[src/rtl/cfa_pkg.sv]
// Shared types and constants for the CFA white-balance streamer.
package cfa_pkg;

   localparam int ADDR_W     = 17;
   localparam int PIX_W      = 12;
   localparam int GAIN_W     = 10;
   localparam int DIM_W      = 11;
   localparam int FIFO_D_DEF = 4;
   localparam int GAIN_ONE   = 256;
   localparam int GAIN_FRAC  = 8;
   localparam int PIX_MAX    = 4095;
   localparam int PROD_W     = PIX_W + GAIN_W;

   typedef enum logic [1:0] {
      IDLE  = 2'd0,
      RUN   = 2'd1,
      DRAIN = 2'd2,
      DONE  = 2'd3
   } wb_state_t;

   typedef struct packed {
      logic [PIX_W-1:0] red;
      logic [PIX_W-1:0] green;
      logic [PIX_W-1:0] blue;
      logic             sof;
      logic             eol;
      logic             eof;
   } pix_t;

   // Worst case 4095*1023 + 128 still fits in PROD_W bits, so no guard bit is needed.
   function automatic logic [PIX_W-1:0] wb_scale(input logic [PIX_W-1:0]  pix,
                                                 input logic [GAIN_W-1:0] gain);
      logic [PROD_W-1:0]           prod;
      logic [PROD_W-GAIN_FRAC-1:0] q;
      prod = PROD_W'(pix) * PROD_W'(gain) + PROD_W'(GAIN_ONE / 2);
      q    = prod[PROD_W-1:GAIN_FRAC];
      return (q > (PROD_W-GAIN_FRAC)'(PIX_MAX)) ? PIX_W'(PIX_MAX) : q[PIX_W-1:0];
   endfunction

endpackage

[src/rtl/cfa_out_fifo.sv]
// Small synchronous output FIFO of flagged pixels with an occupancy count.
module cfa_out_fifo
   import cfa_pkg::*;
#(
   parameter int DEPTH = FIFO_D_DEF
) (
   input  logic                           clk,
   input  logic                           rst,
   input  logic                           push,
   input  pix_t                           push_data,
   input  logic                           pop,
   output pix_t                           head,
   output logic [$clog2(DEPTH+1)-1:0]     count,
   output logic                           empty
);
   localparam int PTR_W = (DEPTH > 1) ? $clog2(DEPTH) : 1;
   localparam int CNT_W = $clog2(DEPTH + 1);

   pix_t             mem_q [DEPTH];
   pix_t             mem_d [DEPTH];
   logic [PTR_W-1:0] wr_ptr_q, wr_ptr_d;
   logic [PTR_W-1:0] rd_ptr_q, rd_ptr_d;
   logic [CNT_W-1:0] count_q, count_d;
   logic             full, do_push, do_pop;

   function automatic logic [PTR_W-1:0] ptr_inc(input logic [PTR_W-1:0] p);
      return (p == PTR_W'(DEPTH - 1)) ? '0 : p + PTR_W'(1);
   endfunction

   assign empty = (count_q == '0);
   assign full  = (count_q == CNT_W'(DEPTH));
   assign count = count_q;
   assign head  = mem_q[rd_ptr_q];

   // A push into a full FIFO is accepted only alongside a pop that frees the slot.
   assign do_pop  = pop && !empty;
   assign do_push = push && (!full || do_pop);

   always_comb begin
      mem_d    = mem_q;
      wr_ptr_d = wr_ptr_q;
      rd_ptr_d = rd_ptr_q;
      if (do_push) begin
         mem_d[wr_ptr_q] = push_data;
         wr_ptr_d        = ptr_inc(wr_ptr_q);
      end
      if (do_pop) begin
         rd_ptr_d = ptr_inc(rd_ptr_q);
      end
      count_d = count_q + CNT_W'(do_push) - CNT_W'(do_pop);
   end

   always_ff @(posedge clk or negedge rst) begin
      if (!rst) begin
         for (int i = 0; i < DEPTH; i++) mem_q[i] <= '0;
         wr_ptr_q <= '0;
         rd_ptr_q <= '0;
         count_q  <= '0;
      end else begin
         mem_q    <= mem_d;
         wr_ptr_q <= wr_ptr_d;
         rd_ptr_q <= rd_ptr_d;
         count_q  <= count_d;
      end
   end

endmodule

[src/rtl/cfa_wb_streamer.sv]
// Reads demosaiced RGB planes in raster order, applies white-balance gains and streams pixels out.
// state | meaning
// IDLE  | waiting for start, dims/gains not yet latched
// RUN   | issuing one plane read per cycle while FIFO credit allows
// DRAIN | all reads issued, waiting for pipeline and FIFO to empty
// DONE  | one-cycle done pulse
module cfa_wb_streamer
   import cfa_pkg::*;
#(
   parameter int FIFO_D = FIFO_D_DEF
) (
   input  logic              clk,
   input  logic              rst,
   input  logic              start,
   input  logic [DIM_W-1:0]  rowMax,
   input  logic [DIM_W-1:0]  colMax,
   input  logic [GAIN_W-1:0] gainR,
   input  logic [GAIN_W-1:0] gainG,
   input  logic [GAIN_W-1:0] gainB,
   output logic [ADDR_W-1:0] readAddress,
   input  logic [PIX_W-1:0]  redRead,
   input  logic [PIX_W-1:0]  greenRead,
   input  logic [PIX_W-1:0]  blueRead,
   output logic              out_valid,
   input  logic              out_ready,
   output logic [PIX_W-1:0]  out_red,
   output logic [PIX_W-1:0]  out_green,
   output logic [PIX_W-1:0]  out_blue,
   output logic              out_sof,
   output logic              out_eol,
   output logic              out_eof,
   output logic              busy,
   output logic              done
);
   localparam int CNT_W = $clog2(FIFO_D + 1);

   wb_state_t         state_q, state_d;
   logic [DIM_W-1:0]  rows_q, rows_d, cols_q, cols_d;
   logic [DIM_W-1:0]  row_q, row_d, col_q, col_d;
   logic [GAIN_W-1:0] gain_r_q, gain_r_d, gain_g_q, gain_g_d, gain_b_q, gain_b_d;
   logic [ADDR_W-1:0] addr_q, addr_d;
   logic              rd_vld_q, rd_vld_d;
   logic [2:0]        rd_flags_q, rd_flags_d;
   logic              gain_vld_q, gain_vld_d;
   pix_t              gain_q, gain_d;

   logic              issue, last_pix, credit_ok, pop, fifo_empty;
   logic [CNT_W-1:0]  fifo_count;
   logic [CNT_W:0]    credit_used;
   pix_t              fifo_head;

   // Every entry already in flight must have a guaranteed FIFO slot.
   assign credit_used = {1'b0, fifo_count} + (CNT_W+1)'(rd_vld_q) + (CNT_W+1)'(gain_vld_q);
   assign credit_ok   = credit_used < (CNT_W+1)'(FIFO_D);
   assign last_pix    = (row_q == rows_q - DIM_W'(1)) && (col_q == cols_q - DIM_W'(1));

   always_comb begin
      state_d  = state_q;
      rows_d   = rows_q;
      cols_d   = cols_q;
      row_d    = row_q;
      col_d    = col_q;
      addr_d   = addr_q;
      gain_r_d = gain_r_q;
      gain_g_d = gain_g_q;
      gain_b_d = gain_b_q;
      issue    = 1'b0;
      case (state_q)
         IDLE: begin
            if (start) begin
               addr_d = '0;
               row_d  = '0;
               col_d  = '0;
               if (rowMax != '0 && colMax != '0) begin
                  rows_d   = rowMax;
                  cols_d   = colMax;
                  gain_r_d = gainR;
                  gain_g_d = gainG;
                  gain_b_d = gainB;
                  state_d  = RUN;
               end else begin
                  state_d = DONE;
               end
            end
         end
         RUN: begin
            if (credit_ok) begin
               issue = 1'b1;
               if (last_pix) begin
                  state_d = DRAIN;
               end else begin
                  addr_d = addr_q + ADDR_W'(1);
                  if (col_q == cols_q - DIM_W'(1)) begin
                     col_d = '0;
                     row_d = row_q + DIM_W'(1);
                  end else begin
                     col_d = col_q + DIM_W'(1);
                  end
               end
            end
         end
         DRAIN: begin
            if (!rd_vld_q && !gain_vld_q &&
                (fifo_count == '0 || (fifo_count == CNT_W'(1) && pop))) begin
               state_d = DONE;
            end
         end
         DONE:    state_d = IDLE;
         default: state_d = IDLE;
      endcase
   end

   always_comb begin
      rd_vld_d   = issue;
      rd_flags_d = rd_flags_q;
      if (issue) begin
         rd_flags_d = {(row_q == '0) && (col_q == '0), col_q == cols_q - DIM_W'(1), last_pix};
      end
      gain_vld_d = rd_vld_q;
      gain_d     = gain_q;
      if (rd_vld_q) begin
         gain_d.red   = wb_scale(redRead,   gain_r_q);
         gain_d.green = wb_scale(greenRead, gain_g_q);
         gain_d.blue  = wb_scale(blueRead,  gain_b_q);
         gain_d.sof   = rd_flags_q[2];
         gain_d.eol   = rd_flags_q[1];
         gain_d.eof   = rd_flags_q[0];
      end
   end

   always_ff @(posedge clk or negedge rst) begin
      if (!rst) begin
         state_q    <= IDLE;
         rows_q     <= '0;
         cols_q     <= '0;
         row_q      <= '0;
         col_q      <= '0;
         addr_q     <= '0;
         gain_r_q   <= '0;
         gain_g_q   <= '0;
         gain_b_q   <= '0;
         rd_vld_q   <= 1'b0;
         rd_flags_q <= '0;
         gain_vld_q <= 1'b0;
         gain_q     <= '0;
      end else begin
         state_q    <= state_d;
         rows_q     <= rows_d;
         cols_q     <= cols_d;
         row_q      <= row_d;
         col_q      <= col_d;
         addr_q     <= addr_d;
         gain_r_q   <= gain_r_d;
         gain_g_q   <= gain_g_d;
         gain_b_q   <= gain_b_d;
         rd_vld_q   <= rd_vld_d;
         rd_flags_q <= rd_flags_d;
         gain_vld_q <= gain_vld_d;
         gain_q     <= gain_d;
      end
   end

   cfa_out_fifo #(.DEPTH(FIFO_D)) u_fifo (
      .clk       (clk),
      .rst       (rst),
      .push      (gain_vld_q),
      .push_data (gain_q),
      .pop       (pop),
      .head      (fifo_head),
      .count     (fifo_count),
      .empty     (fifo_empty)
   );

   assign readAddress = addr_q;
   assign out_valid   = !fifo_empty;
   assign pop         = out_valid && out_ready;
   assign out_red     = out_valid ? fifo_head.red   : '0;
   assign out_green   = out_valid ? fifo_head.green : '0;
   assign out_blue    = out_valid ? fifo_head.blue  : '0;
   assign out_sof     = out_valid && fifo_head.sof;
   assign out_eol     = out_valid && fifo_head.eol;
   assign out_eof     = out_valid && fifo_head.eof;
   assign busy        = (state_q == RUN) || (state_q == DRAIN);
   assign done        = (state_q == DONE);

endmodule

[config.mk]
export PLATFORM = sky130hd
export DESIGN_NAME = cfa_wb_streamer
export DESIGN_NICKNAME = d
export VERILOG_FILES = /design/src/rtl/cfa_pkg.sv /design/src/rtl/cfa_out_fifo.sv /design/src/rtl/cfa_wb_streamer.sv
export SDC_FILE = /design/constraint.sdc
export NUM_CORES = 1
export LEC_CHECK = 0
export CAP_MARGIN = 40
export CORE_ASPECT_RATIO = 1.2
export CORE_MARGIN = 4
export CORE_UTILIZATION = 56
export DETAILED_ROUTE_END_ITERATION = 10
export GPL_ROUTABILITY_DRIVEN = 0
export PLACE_DENSITY = 0.8
export SYNTH_ARGS = -nofsm -noshare
export SYNTH_HDL_FRONTEND = slang
export SYNTH_HIERARCHICAL = 1
export SYNTH_SLANG_ARGS = --single-unit
[constraint.sdc]
create_clock -name clk -period 5.33 [get_ports clk]
set_input_delay 1.066 -clock clk [delete_from_list [all_inputs] [get_ports clk]]
set_output_delay 1.066 -clock clk [all_outputs]
set_load 0.02 [all_outputs]
==> run summary <==
Worst Max-Slew Pin Slew -> 904 ps
R2R Path Start -> gain_r_q[7]$_DFFE_PN0P_
Top flip-flop cell by instance count after synthesis -> sky130_fd_sc_hd__dfrtp_1
Initial DRC Count -> 997
Std cell rows -> 85
Biggest fanout along the worst timing path -> 6
Number of failing hold endpoints at the final stage -> 0
Cells along the critical path -> buf_8, and2_4, fa_1, fa_1, fa_1, fa_1, inv_1, fa_1, inv_2, ha_4, a211oi_4, nand2_1, o211ai_1, o21ai_2, o311a_1, o31a_1, o2111ai_2, buf_6, o22a_1
Library cell occupying the most area in the post-synthesis netlist -> sky130_fd_sc_hd__dfrtp_1
Fillcell total -> 3150
CORE AREA -> 44800 sq um
End of the worst register-to-register path -> gain_q[33]$_DFFE_PN0P_
RSZ-0062 raised after global routing -> yes
Final core occ -> 0.681
WL per Instance -> 18.7 um
Failing checks -> setup timing
Maxcap violations -> 0
Area Growth Syn to Fin -> 20.2%
Min-delay src -> rd_flags_q[1]$_DFFE_PN0P_
Quantity of hold-fixing buffers added after cts -> 0
Total number of vias -> 18600
Worst min path class -> flop to flop
Area enclosed by the die boundary -> 48700 sq um
Share of synthesized registers carrying an async set or reset -> 1.00
Latest clock arrival within the worst-skew pair -> 550 ps
Worst setup path class -> primary input to flop
Total routed wirelength -> 61200 um
Cell depth of the worst flop-to-flop path -> 18
Number of H-tree branching levels -> 2
Setup TNS -> -5540 ps
Clock slew at reported path FFs -> 60 ps
Setup violation total in the final timing report -> 36
Count of synthesis-stage warnings from yosys -> 6
First-pass DRT Iterations -> 5
EDFF count, synth -> 0
Period utilization -> 1.04
TritonCTS Buffers -> 34
Clock sink total -> 300
Count of distinct cell types in the synthesized netlist -> 73
Total DRC errors in the routed layout -> 0
Maximum clock insertion buffer count -> 3
Number of synthesized register bits -> 300
Area contributors post-synth -> sky130_fd_sc_hd__dfrtp_1, sky130_fd_sc_hd__fa_1, sky130_fd_sc_hd__ha_1, sky130_fd_sc_hd__mux2_2, sky130_fd_sc_hd__and2_1
Post-route setup slack -> -238 ps
Maximum number of pins on one net before global-route repair -> 120
Final net count -> 3164
Setup slack after placement -> -1460 ps
Achievable frequency -> 180 MHz
Vias per cell -> 5.69
Proportion of layout cells with a drive suffix above 1 -> 0.255
Initial antenna violation count -> 0
Post-route minimum period -> 5570 ps
Slowest library cell on the worst path -> sky130_fd_sc_hd__fa_1
Status -> finished, violations left
Syn Std Cell Area -> 25300 sq um
Slack of the worst reg-to-reg path -> -120 ps
Final worst clock skew -> 8.33 ps
Count of cells along the worst hold path -> 2
Total global-route track usage -> 0.253
Max-slew violation total from the final report -> 0
Estimated wirelength of the detail-placed design -> 45600 um
Sequential fraction of the synthesis area -> 0.296
Most used cell along the critical path -> sky130_fd_sc_hd__fa_1
Cell area reported after detailed placement -> 28800 sq um
Share of Yosys cell area claimed by the top area cell type -> 0.296
Wire length of the first global-routing pass -> 102000 um
Area of all placed cells without fillers -> 30500 sq um
Crit-path max cell delay -> 600 ps
Grt ovf -> 0
Leading cell types by count after synthesis -> sky130_fd_sc_hd__dfrtp_1, sky130_fd_sc_hd__inv_1, sky130_fd_sc_hd__fa_1
Overall die width -> 202 um
Relative slew margins -> 0.397
Buffer cell driving the clock tree root -> sky130_fd_sc_hd__clkbuf_16
Net count of the mapped netlist -> 2869
Dominant cell by count in the synthesized netlist -> sky130_fd_sc_hd__dfrtp_1
CTS tree -> done
Data arrival time of the critical path -> 6050 ps
Worst EP required -> 5810 ps
PortBufs -> 150
CP endpoint kind -> flop
Hold worst-path end -> rd_flags_q[1]$_DFFE_PN0P_
Post-route ant nets -> 0
Initial core utilization -> 0.566
Type of element launching the critical path -> primary input
Count of mapped cells out of synthesis -> 2340
Vert. Die Dim -> 241 um
Avg Inst Size Synth -> 10.8 sq um
Antenna cells -> 0
Vias in the first global route -> 20400
I/O pins -> 151
-- worst max-delay path by stage --
| stage | cells after the start | slack [ps] | endpoint | start |
|---|---|---|---|---|
| 6_report | 19 | -240 | gain_q[33]$_DFFE_PN0P_ | redRead[3] |
| 5_1_grt | 23 | -440 | gain_q[37]$_DFFE_PN0P_ | redRead[3] |
| 4_1_cts | 21 | -170 | gain_q[10]$_DFFE_PN0P_ | blueRead[5] |
| 3_5_place_dp | 18 | -1460 | gain_q[10]$_DFFE_PN0P_ | blueRead[4] |
| 3_3_place_gp | 19 | -1230 | gain_q[27]$_DFFE_PN0P_ | redRead[5] |
| 2_1_floorplan | 21 | -670 | gain_q[29]$_DFFE_PN0P_ | redRead[4] |
-- area by class of cell --
| type | instances | area, sq um | area share |
|---|---|---|---|
| Tap cell | 609 | 762 | 0.0250 |
| Sequential cell | 300 | 7510 | 0.247 |
| Multi-Input combinational cell | 1645 | 16800 | 0.550 |
| Inverter | 279 | 1050 | 0.0344 |
| Timing Repair Buffer | 375 | 3260 | 0.107 |
| Clock inverter | 10 | 159 | 0.00521 |
| Clock buffer | 50 | 961 | 0.0315 |
-- critical path: cells and delay by family --
kind / cells / cell delay, ps
fa+ha+maj: 6 / 2770
compound gates: 7 / 1620
buf+inv: 4 / 360
simple gates: 2 / 230
-- layer usage --
metal,global-route usage,vias to the layer above,wire [um]
met2,0.463,555,32200
met4,0.0741,0,1640
met1,0.320,9529,24500
met3,0.0288,126,2750
li1,-,8393,-
met5,0,-,0
-- placed cells by master, fill, tap and decap left out, types with 15 or more instances in the layout --
cell,synthesis,routed
sky130_fd_sc_hd__dfrtp_1,300,295
sky130_fd_sc_hd__inv_1,279,267
sky130_fd_sc_hd__fa_1,238,227
sky130_fd_sc_hd__nand2_1,231,222
sky130_fd_sc_hd__mux2_2,214,214
sky130_fd_sc_hd__buf_4,1,207
sky130_fd_sc_hd__ha_1,199,186
sky130_fd_sc_hd__and2_1,178,154
sky130_fd_sc_hd__clkdlybuf4s50_1,0,113
sky130_fd_sc_hd__a21oi_1,56,47
sky130_fd_sc_hd__nor2b_1,45,45
sky130_fd_sc_hd__xnor2_1,39,39
sky130_fd_sc_hd__mux4_2,39,39
sky130_fd_sc_hd__nor2_1,44,38
sky130_fd_sc_hd__clkbuf_16,0,35
sky130_fd_sc_hd__nand3_1,34,34
sky130_fd_sc_hd__o21ai_0,36,31
sky130_fd_sc_hd__xor2_1,30,29
sky130_fd_sc_hd__and2_4,0,24
sky130_fd_sc_hd__o22a_1,24,24
sky130_fd_sc_hd__buf_6,9,21
sky130_fd_sc_hd__a21o_1,17,17
sky130_fd_sc_hd__or3_1,16,16
sky130_fd_sc_hd__nand2b_1,15,15
-- cell families (layout without fill, tap and decap cells) --
family,Yosys count,in the layout,share of synthesized area
compound gates,234,234,0.0658
xor+xnor,69,69,0.0238
fa+ha+maj,437,437,0.286
buf+inv,395,714,0.0620
flops,300,300,0.296
mux,265,265,0.135
simple gates,640,640,0.131
-- metrics by stage --
step / instances / hold WS, ps
floorplan: 2340 / 352
global placement: 3178 / 464
detailed placement: 3181 / 473
CTS: 3261 / 486
global route: 3268 / 511
finish: 3268 / 475
-- timing repair --
action	in CTS	in global routing
setup buffers	16	7
gates resized for setup	193	72
pin swaps	66	53
setup endpoints to repair	36	36
cloned	4	0
-- state kept, by name, indices dropped and copies added, names as in the netlist, 10 cells and up --
signal,count
gain_g_q,10
gain_q,39
rows_q,11
gain_b_q,10
u_fifo/mem_q,156
row_q,11
readAddress,17
gain_r_q,10
col_q,11
cols_q,11
Power is left out: the tool's default activity adds up to more than one toggle a clock period on the data nets, which glitch-free logic cannot reach.
